[src/rtl/imem_loader_encoder_if.sv]
// Handshake and memory-write bundle between an instruction source and the loader/encoder.
// The master drives the symbolic instruction stream; the slave (the loader) drives the memory-side outputs.
interface imem_loader_encoder_if #(
    parameter int ADDR_W = 6
);
    logic              start;
    logic              in_valid;
    logic              in_ready;
    logic [3:0]        mnem;
    logic [4:0]        rs;
    logic [4:0]        rt;
    logic [4:0]        rd;
    logic [15:0]       imm;
    logic [25:0]       target;
    logic              last;
    logic              imem_we;
    logic [ADDR_W-1:0] imem_addr;
    logic [31:0]       imem_wdata;
    logic [ADDR_W:0]   count;
    logic              cpu_run;
    logic [1:0]        err;

    modport master (
        output start, in_valid, mnem, rs, rt, rd, imm, target, last,
        input  in_ready, imem_we, imem_addr, imem_wdata, count, cpu_run, err
    );

    modport slave (
        input  start, in_valid, mnem, rs, rt, rd, imm, target, last,
        output in_ready, imem_we, imem_addr, imem_wdata, count, cpu_run, err
    );
endinterface

[src/rtl/imem_loader_encoder.sv]
// Encodes symbolic MIPS instructions and writes them sequentially into instruction memory,
// holding the CPU idle until the whole program has been loaded.
module imem_loader_encoder #(
    parameter int ADDR_W = 6
) (
    input logic                   clk,
    input logic                   clrn,
    imem_loader_encoder_if.slave  bus
);
    typedef enum logic [1:0] {IDLE, LOAD, DONE, ERROR} state_t;

    state_t            state_reg, state_next;
    logic [ADDR_W-1:0] ptr_reg, ptr_next;
    logic [ADDR_W:0]   count_reg, count_next;
    logic [1:0]        err_reg, err_next;
    logic              we_reg, we_next;
    logic [ADDR_W-1:0] addr_reg, addr_next;
    logic [31:0]       wdata_reg, wdata_next;

    logic [31:0]       enc_word;
    logic              enc_legal;

    always_comb begin
        enc_word  = 32'h0;
        enc_legal = 1'b1;
        case (bus.mnem)
            4'd0:    enc_word = {6'b000000, bus.rs, bus.rt, bus.rd, 5'b0, 6'b100000};
            4'd1:    enc_word = {6'b000000, bus.rs, bus.rt, bus.rd, 5'b0, 6'b100010};
            4'd2:    enc_word = {6'b000000, bus.rs, bus.rt, bus.rd, 5'b0, 6'b100100};
            4'd3:    enc_word = {6'b000000, bus.rs, bus.rt, bus.rd, 5'b0, 6'b100101};
            4'd4:    enc_word = {6'b001000, bus.rs, bus.rt, bus.imm};
            4'd5:    enc_word = {6'b001100, bus.rs, bus.rt, bus.imm};
            4'd6:    enc_word = {6'b001101, bus.rs, bus.rt, bus.imm};
            4'd7:    enc_word = {6'b100011, bus.rs, bus.rt, bus.imm};
            4'd8:    enc_word = {6'b101011, bus.rs, bus.rt, bus.imm};
            4'd9:    enc_word = {6'b000100, bus.rs, bus.rt, bus.imm};
            4'd10:   enc_word = {6'b000101, bus.rs, bus.rt, bus.imm};
            4'd11:   enc_word = {6'b000010, bus.target};
            default: enc_legal = 1'b0;
        endcase
    end

    always_comb begin
        state_next = state_reg;
        ptr_next   = ptr_reg;
        count_next = count_reg;
        err_next   = err_reg;
        we_next    = 1'b0;
        addr_next  = addr_reg;
        wdata_next = wdata_reg;
        // Start wins over any transfer offered in the same cycle, from every state.
        if (bus.start) begin
            state_next = LOAD;
            ptr_next   = '0;
            count_next = '0;
            err_next   = 2'b00;
        end else if (state_reg == LOAD && bus.in_valid) begin
            if (!enc_legal) begin
                err_next   = 2'b01;
                state_next = ERROR;
            end else begin
                we_next    = 1'b1;
                addr_next  = ptr_reg;
                wdata_next = enc_word;
                ptr_next   = ptr_reg + ADDR_W'(1);
                count_next = count_reg + (ADDR_W+1)'(1);
                if (bus.last) begin
                    state_next = DONE;
                end else if (&ptr_reg) begin
                    // Memory full with more program to come: keep the word, refuse to wrap.
                    err_next   = 2'b10;
                    state_next = ERROR;
                end
            end
        end
    end

    always_ff @(posedge clk or negedge clrn) begin
        if (!clrn) begin
            state_reg <= IDLE;
            ptr_reg   <= '0;
            count_reg <= '0;
            err_reg   <= 2'b00;
            we_reg    <= 1'b0;
            addr_reg  <= '0;
            wdata_reg <= 32'h0;
        end else begin
            state_reg <= state_next;
            ptr_reg   <= ptr_next;
            count_reg <= count_next;
            err_reg   <= err_next;
            we_reg    <= we_next;
            addr_reg  <= addr_next;
            wdata_reg <= wdata_next;
        end
    end

    assign bus.in_ready   = (state_reg == LOAD);
    assign bus.cpu_run    = (state_reg == DONE);
    assign bus.err        = err_reg;
    assign bus.count      = count_reg;
    assign bus.imem_we    = we_reg;
    assign bus.imem_addr  = addr_reg;
    assign bus.imem_wdata = wdata_reg;
endmodule
[src/flat_wrapper.sv]
// flat-port wrapper written by rule: the top's interface ports become plain ports
module imem_loader_encoder_flat 
#(
    parameter int ADDR_W = 6
)
  (clk, clrn, bus_start, bus_in_valid, bus_mnem, bus_rs, bus_rt, bus_rd, bus_imm, bus_target, bus_last, bus_in_ready, bus_imem_we, bus_imem_addr, bus_imem_wdata, bus_count, bus_cpu_run, bus_err);
  imem_loader_encoder_if #(.ADDR_W(ADDR_W)) bus_i ();
  input logic clk;
  input logic clrn;
  input wire logic [$bits(bus_i.start)-1:0] bus_start;
  input wire logic [$bits(bus_i.in_valid)-1:0] bus_in_valid;
  input wire logic [$bits(bus_i.mnem)-1:0] bus_mnem;
  input wire logic [$bits(bus_i.rs)-1:0] bus_rs;
  input wire logic [$bits(bus_i.rt)-1:0] bus_rt;
  input wire logic [$bits(bus_i.rd)-1:0] bus_rd;
  input wire logic [$bits(bus_i.imm)-1:0] bus_imm;
  input wire logic [$bits(bus_i.target)-1:0] bus_target;
  input wire logic [$bits(bus_i.last)-1:0] bus_last;
  output wire logic [$bits(bus_i.in_ready)-1:0] bus_in_ready;
  output wire logic [$bits(bus_i.imem_we)-1:0] bus_imem_we;
  output wire logic [$bits(bus_i.imem_addr)-1:0] bus_imem_addr;
  output wire logic [$bits(bus_i.imem_wdata)-1:0] bus_imem_wdata;
  output wire logic [$bits(bus_i.count)-1:0] bus_count;
  output wire logic [$bits(bus_i.cpu_run)-1:0] bus_cpu_run;
  output wire logic [$bits(bus_i.err)-1:0] bus_err;
  assign bus_i.start = bus_start;
  assign bus_i.in_valid = bus_in_valid;
  assign bus_i.mnem = bus_mnem;
  assign bus_i.rs = bus_rs;
  assign bus_i.rt = bus_rt;
  assign bus_i.rd = bus_rd;
  assign bus_i.imm = bus_imm;
  assign bus_i.target = bus_target;
  assign bus_i.last = bus_last;
  assign bus_in_ready = bus_i.in_ready;
  assign bus_imem_we = bus_i.imem_we;
  assign bus_imem_addr = bus_i.imem_addr;
  assign bus_imem_wdata = bus_i.imem_wdata;
  assign bus_count = bus_i.count;
  assign bus_cpu_run = bus_i.cpu_run;
  assign bus_err = bus_i.err;
  imem_loader_encoder #(.ADDR_W(ADDR_W)) u_core (.clk(clk), .clrn(clrn), .bus(bus_i));
endmodule
[config.mk]
export PLATFORM = sky130hd
export DESIGN_NAME = imem_loader_encoder_flat
export DESIGN_NICKNAME = d
export VERILOG_FILES = /design/src/rtl/imem_loader_encoder_if.sv /design/src/rtl/imem_loader_encoder.sv /design/src/flat_wrapper.sv
export SDC_FILE = /design/constraint.sdc
export NUM_CORES = 1
export LEC_CHECK = 0
export CORE_MARGIN = 10
export CORE_UTILIZATION = 30
export DETAILED_ROUTE_END_ITERATION = 12
export GPL_TIMING_DRIVEN = 0
export PLACE_DENSITY = 0.6
export SLEW_MARGIN = 20
export SYNTH_ARGS = -nofsm -noshare
export SYNTH_HDL_FRONTEND = slang
export SYNTH_SLANG_ARGS = --single-unit
export TNS_END_PERCENT = 20
[constraint.sdc]
create_clock -name clk -period 1.3 [get_ports clk]
set_input_delay 0.26 -clock clk [delete_from_list [all_inputs] [get_ports clk]]
set_output_delay 0.26 -clock clk [all_outputs]
set_load 0.1 [all_outputs]
==> Word-level counts from Yosys, hierarchy flattened <==
Index checks and enable logic that the tools add are counted.
{ "word_totals": {"wordCells": 57, "reg_bits": 56} }
{ "classes": {"n_bitwise": 1, "eq_ne": 16, "n_addsub": 2, "n_reduce_logical": 10, "n_mux": 21} }
{ "op_table": {"columns": ["op", "n"], "rows": [
  ["32-bit case mux with 12 select lines", 1],
  ["7-bit 2-to-1 mux", 3],
  ["2-bit 2-to-1 mux", 10],
  ["6-bit 2-to-1 mux", 3],
  ["4-bit by 3-bit equality test with 1-bit output, second input constant", 4],
  ["4-bit equality test, second input constant", 4],
  ["12-bit OR reduction", 1],
  ["4-bit by 2-bit equality test with 1-bit output, second input constant", 2],
  ["7-bit by 1-bit adder with 7-bit output, second input constant", 1],
  ["6-bit by 1-bit adder with 6-bit output, second input constant", 1],
  ["3-bit != test, second input constant", 2],
  ["3-bit AND reduction", 2],
  ["6-bit AND reduction", 1],
  ["4-bit by 1-bit equality test with 1-bit output, second input constant", 1],
  ["4-bit logical NOT", 1],
  ["1-bit 2-to-1 mux", 4],
  ["4-bit != test, second input constant", 1],
  ["2-bit AND reduction", 2],
  ["2-bit nonzero test", 2],
  ["2-bit by 1-bit equality test with 1-bit output, second input constant", 1],
  ["2-bit equality test, second input constant", 1],
  ["1-bit logical AND", 1],
  ["1-bit inverter", 1]
]} }

==> Logic depth before layout (Yosys ltp) <==
{ "depth": {"ltp_word": 6, "ltp_mapped": 7, "mapped_depth_nobuf": 5} }

==> Worst setup path after synthesis <==
OpenSTA, ideal clock, no wires.
{ "synth_path": {"path_kind": "register to output", "from": "register u_core.state_reg[0]", "to": "output port bus_in_ready", "path_slack_ps": -739, "t_required_ps": 1040, "t_arrival_ps": 1779, "n_path_buf": 0, "stages_incl_launch_ff": 2, "cell_sequence": "dfrtp_1 -> nor2b_1"} }
{ "synth_via": {"elab_chain_len": 1} }
{ "synth_lines": {"columns": ["element", "line", "text"], "rows": [
  ["start, declared", "imem_loader_encoder.sv:12", "state_t state_reg, state_next;"],
  ["start signal, assigned", "imem_loader_encoder.sv:88", "state_reg <= state_next;"],
  ["2-bit by 1-bit equality test with 1-bit output", "imem_loader_encoder.sv:98", "assign bus.in_ready = (state_reg == LOAD);"],
  ["end, declared", "flat_wrapper.sv:19", "output wire logic [$bits(bus_i.in_ready)-1:0] bus_in_ready;"]
]} }
No other way between the ends.

==> Worst setup path in the final report <==
{ "layout_path": {"from": "register u_core.state_reg[1]", "to": "register u_core.addr_reg[3] (netlist: u_core.bus.imem_addr[3])"} }
{ "layout_via": {"elab_chain_len": 3} }
{ "layout_lines": {"columns": ["element", "line", "text"], "rows": [
  ["2-bit by 1-bit equality test with 1-bit output", "imem_loader_encoder.sv:57", "end else if (state_reg == LOAD && bus.in_valid) begin"],
  ["1-bit logical AND", "imem_loader_encoder.sv:57", null],
  ["3-bit AND reduction (no line)", null, null],
  ["end signal, assigned", "imem_loader_encoder.sv:93", "addr_reg <= addr_next;"],
  ["end, declared", "imem_loader_encoder.sv:17", "logic [ADDR_W-1:0] addr_reg, addr_next;"]
]} }
No other way between the ends.
A chain may end at the register's enable or synchronous reset.

==> flow_summary_export.csv <==
group,metric,value,unit
critical_path,cp-end-kind,"register",
timing,setup_slack,-0.210,ns
yosys,synth_cell_types,48,
cts,cts_buffer_depth,2,
min_path,hp-class,"in2async",
timing,hold_slack,-0.00712,ns
timing,finalSetupTns,-5.42,ns
critical_path,cp.arrival,1.72,ns
job,maxCapViolCount,0,
power_and_ir_drop,pwr_density_cell,1500,mW/mm²
timing,skew,0.00697,ns
global_route,grt_max_degree,56,
final_layout,final_common_cell,"clkdlybuf4s50_1",
global_route,overflow,0,
power_and_ir_drop,vdd_drop_max,0.804,mV
placed_design,place.gp.congestion,0.761,
cts,insertion_delay,0.31,ns
critical_path,cp-start-kind,"register",
final_layout,nets,489,
power_and_ir_drop,p_seq_share,31.5,%
critical_path,cp.depth,4,
routing,vias_per_cell,4.62,
timing,slew_headroom,52.5,%
yosys,synth_top_area_share,48.5,%
die,fp.dieW,117,µm
routing,drc,0,
critical_path,crit_required,1.51,ns
power_and_ir_drop,power.share.clock,17.2,%
cts,ctsRootBufferMaster,"clkbuf_8",
placed_design,dp_hpwl,6670,µm
power_and_ir_drop,report.power.total,0.00689,W
yosys,synth_edf_count,0,
routing,first_iter_violations,69,
die,dieArea,0.0138,mm²
power_and_ir_drop,p_sw,0.00341,W
final_layout,post_route_cells_drive_above_1_share,32.9,%
timing,tightest_slew,0.712,ns
yosys,synth_top_area_cell,"dfrtp_1",
die,core_area,0.00924,mm²
cts,clkTransAtPathRegs,0.10,ns
yosys,yosysWarningCount,0,
timing,hold_viol_final,5,
yosys,yosys-top-cells-area,"dfrtp_1 (48%), nor2_1 (5.4%), a21oi_1 (5.3%)",
yosys,synth_seq_cells,55,
timing,min_period,1.51,ns
cts,h-tree-depth,2,
global_route,grt_pass1_vias,2693,
critical_path,worst-path-buf-inv,1,
die,die_y,117,µm
final_layout,area_growth,61.5,%
critical_path,path_class,"reg2reg",
yosys,avgSynthCellArea,9.96,µm²
critical_path,critPathMaxFanout,5,
timing,slew_viol_final,0,
cts,cts_made_buffers,5,
status,outcome,"complete, but fails checks",
power_and_ir_drop,switching_share,49.5,%
final_layout,largest_reg_flops,31,
die,io_pins,116,
die,floorplan.initialDensity,30.7,%
power_and_ir_drop,p_leak,1.91,nW
yosys,syn_nets,353,
yosys,ys_seq_area_share,48.5,%
routing,wl,9040,µm
routing,via_count,2552,
status,violations,"negative hold slack, negative setup slack",
critical_path,crit_chain,"nand3b_4 -> nor3_4 -> buf_6 -> mux2_4",
placed_design,port_buffers,112,
critical_path,r2r_cells,4,
routing,detail-route-antenna-nets,0,
final_layout,nFillCells,881,
final_layout,final_cell_mix,"clkdlybuf4s50_1 (60), buf_4 (59), dfrtp_1 (46)",
die,row_count,35,
cts,clock_sinks,55,
power_and_ir_drop,power_frac_comb,51.3,%
timing,post-route-period-util,116,%
global_route,grt_use_total,12.7,%
cts,cts_tree,"yes",
yosys,synth_flop_cell,"dfrtp_1",
yosys,synth.cell_area,0.00284,mm²
yosys,synthArstFlopShare,100,%
power_and_ir_drop,p_int,0.00348,W
cts,hold_buffers,0,
timing,fmax,662,MHz
critical_path,slowest_stage,"dfrtp_1",
timing,rsz0062_at_grt,"yes",
global_route,antenna_found_initial,0,
timing,finalSetupViolCount,47,
global_route,grt_first_pass_wirelength,13900,µm
critical_path,critPathTopFamily,"simple AND/OR/NAND/NOR gates",
routing,post_drt_wl_per_cell,16.4,µm
routing,drtPass1Iterations,4,
yosys,syn_inst,285,
critical_path,max_stage_delay,0.43,ns
-- metrics by stage --
step,cells,utilization (%),instance area (µm²),worst slack (ns)
final,552,49.6,4580,-0.210
after global routing,551,49.6,4580,-0.262
after CTS,541,47.7,4410,-0.224
after detailed placement,526,45.3,4190,-0.842
after global placement,526,45.3,4190,-2.22
after floorplan,285,-,2910,-0.164
-- synth_stat cells, types with 4 or more instances --
| library cell | number |
|---|---|
| nand2_1 | 21 |
| buf_2 | 7 |
| nand2b_1 | 7 |
| buf_4 | 8 |
| nor3_1 | 4 |
| xnor2_1 | 10 |
| a21o_1 | 7 |
| buf_6 | 4 |
| a31oi_1 | 8 |
| a21oi_1 | 30 |
| dfrtp_1 | 55 |
| nand3_1 | 14 |
| mux2_1 | 8 |
| a22oi_1 | 17 |
| nor2_1 | 41 |
-- worst reg2reg max path: stages (launching register included) --
cell      delay [ns]
dfrtp_1         0.43
nand3b_4        0.19
nor3_4          0.28
buf_6           0.20
mux2_4          0.31
-- metal layers --
layer	vias up	wire length [µm]	global-route usage, %
li1	1270	-	-
met2	74	4360	20.5
met5	-	0	0
met3	7	640	4.23
met1	1201	3950	15.9
met4	0	88	3.54
-- power by group through the flow --
stage | clock network [W] | registers, W | logic, W
finish | 0.00118 | 0.00217 | 0.00354
global route | 0.00128 | 0.00221 | 0.00370
CTS | 0.00121 | 0.00217 | 0.00350
detailed placement | 0 | 0.00219 | 0.00350
global placement | 0 | 0.00218 | 0.00349
floorplan | 0 | 0.00413 | 0.000563
-- area by class of cell --
type,count,area (µm²),share of cell area [%]
clock buffer,6,72.6,1.58
inverter,3,11.3,0.246
tap,129,161,3.52
multi-input combinational,205,1440,31.5
clock inverter,2,38.8,0.846
antenna,1,2.50,0.0546
timing repair buffer,130,1260,27.5
buffer,21,193,4.20
sequential,55,1400,30.6
-- cells by family (layout without fill, tap and decap cells) --
group / Yosys count / in the layout / share of synthesized area, %
XOR/XNOR: 12 / 12 / 3.70
AO/OA/AOI/OAI: 75 / 75 / 17.7
adder cells (fa/ha/maj): 2 / 2 / 0.881
flip-flops: 55 / 55 / 48.5
multiplexers: 9 / 9 / 3.53
other: 1 / 2 / 0.132
AND/OR/NAND/NOR: 106 / 106 / 19.9
buffers and inverters: 25 / 162 / 5.73
-- final timing paths --
path                                                start  slack (ns)                         to
worst min register to register  u_core.bus.imem_wdata[29]        0.51  u_core.bus.imem_wdata[29]
max in group asynchronous                            clrn        0.78        u_core.bus.count[2]
min in group clk                                bus_start        0.24          u_core.bus.err[1]
worst max-delay path                  u_core.state_reg[1]       -0.21    u_core.bus.imem_addr[3]
worst max register to register        u_core.state_reg[1]       -0.21    u_core.bus.imem_addr[3]
worst min-delay path                                 clrn      -0.007    u_core.bus.imem_addr[4]
-- repair_timing --
action	4_1_cts	5_1_grt
hold endpoints to repair	0	0
cloned	1	1
gates resized for setup	344	21
setup endpoints to repair	103	58
buffers inserted	7	9
pin swaps	3	3
(Power assumes the default switching activity.)
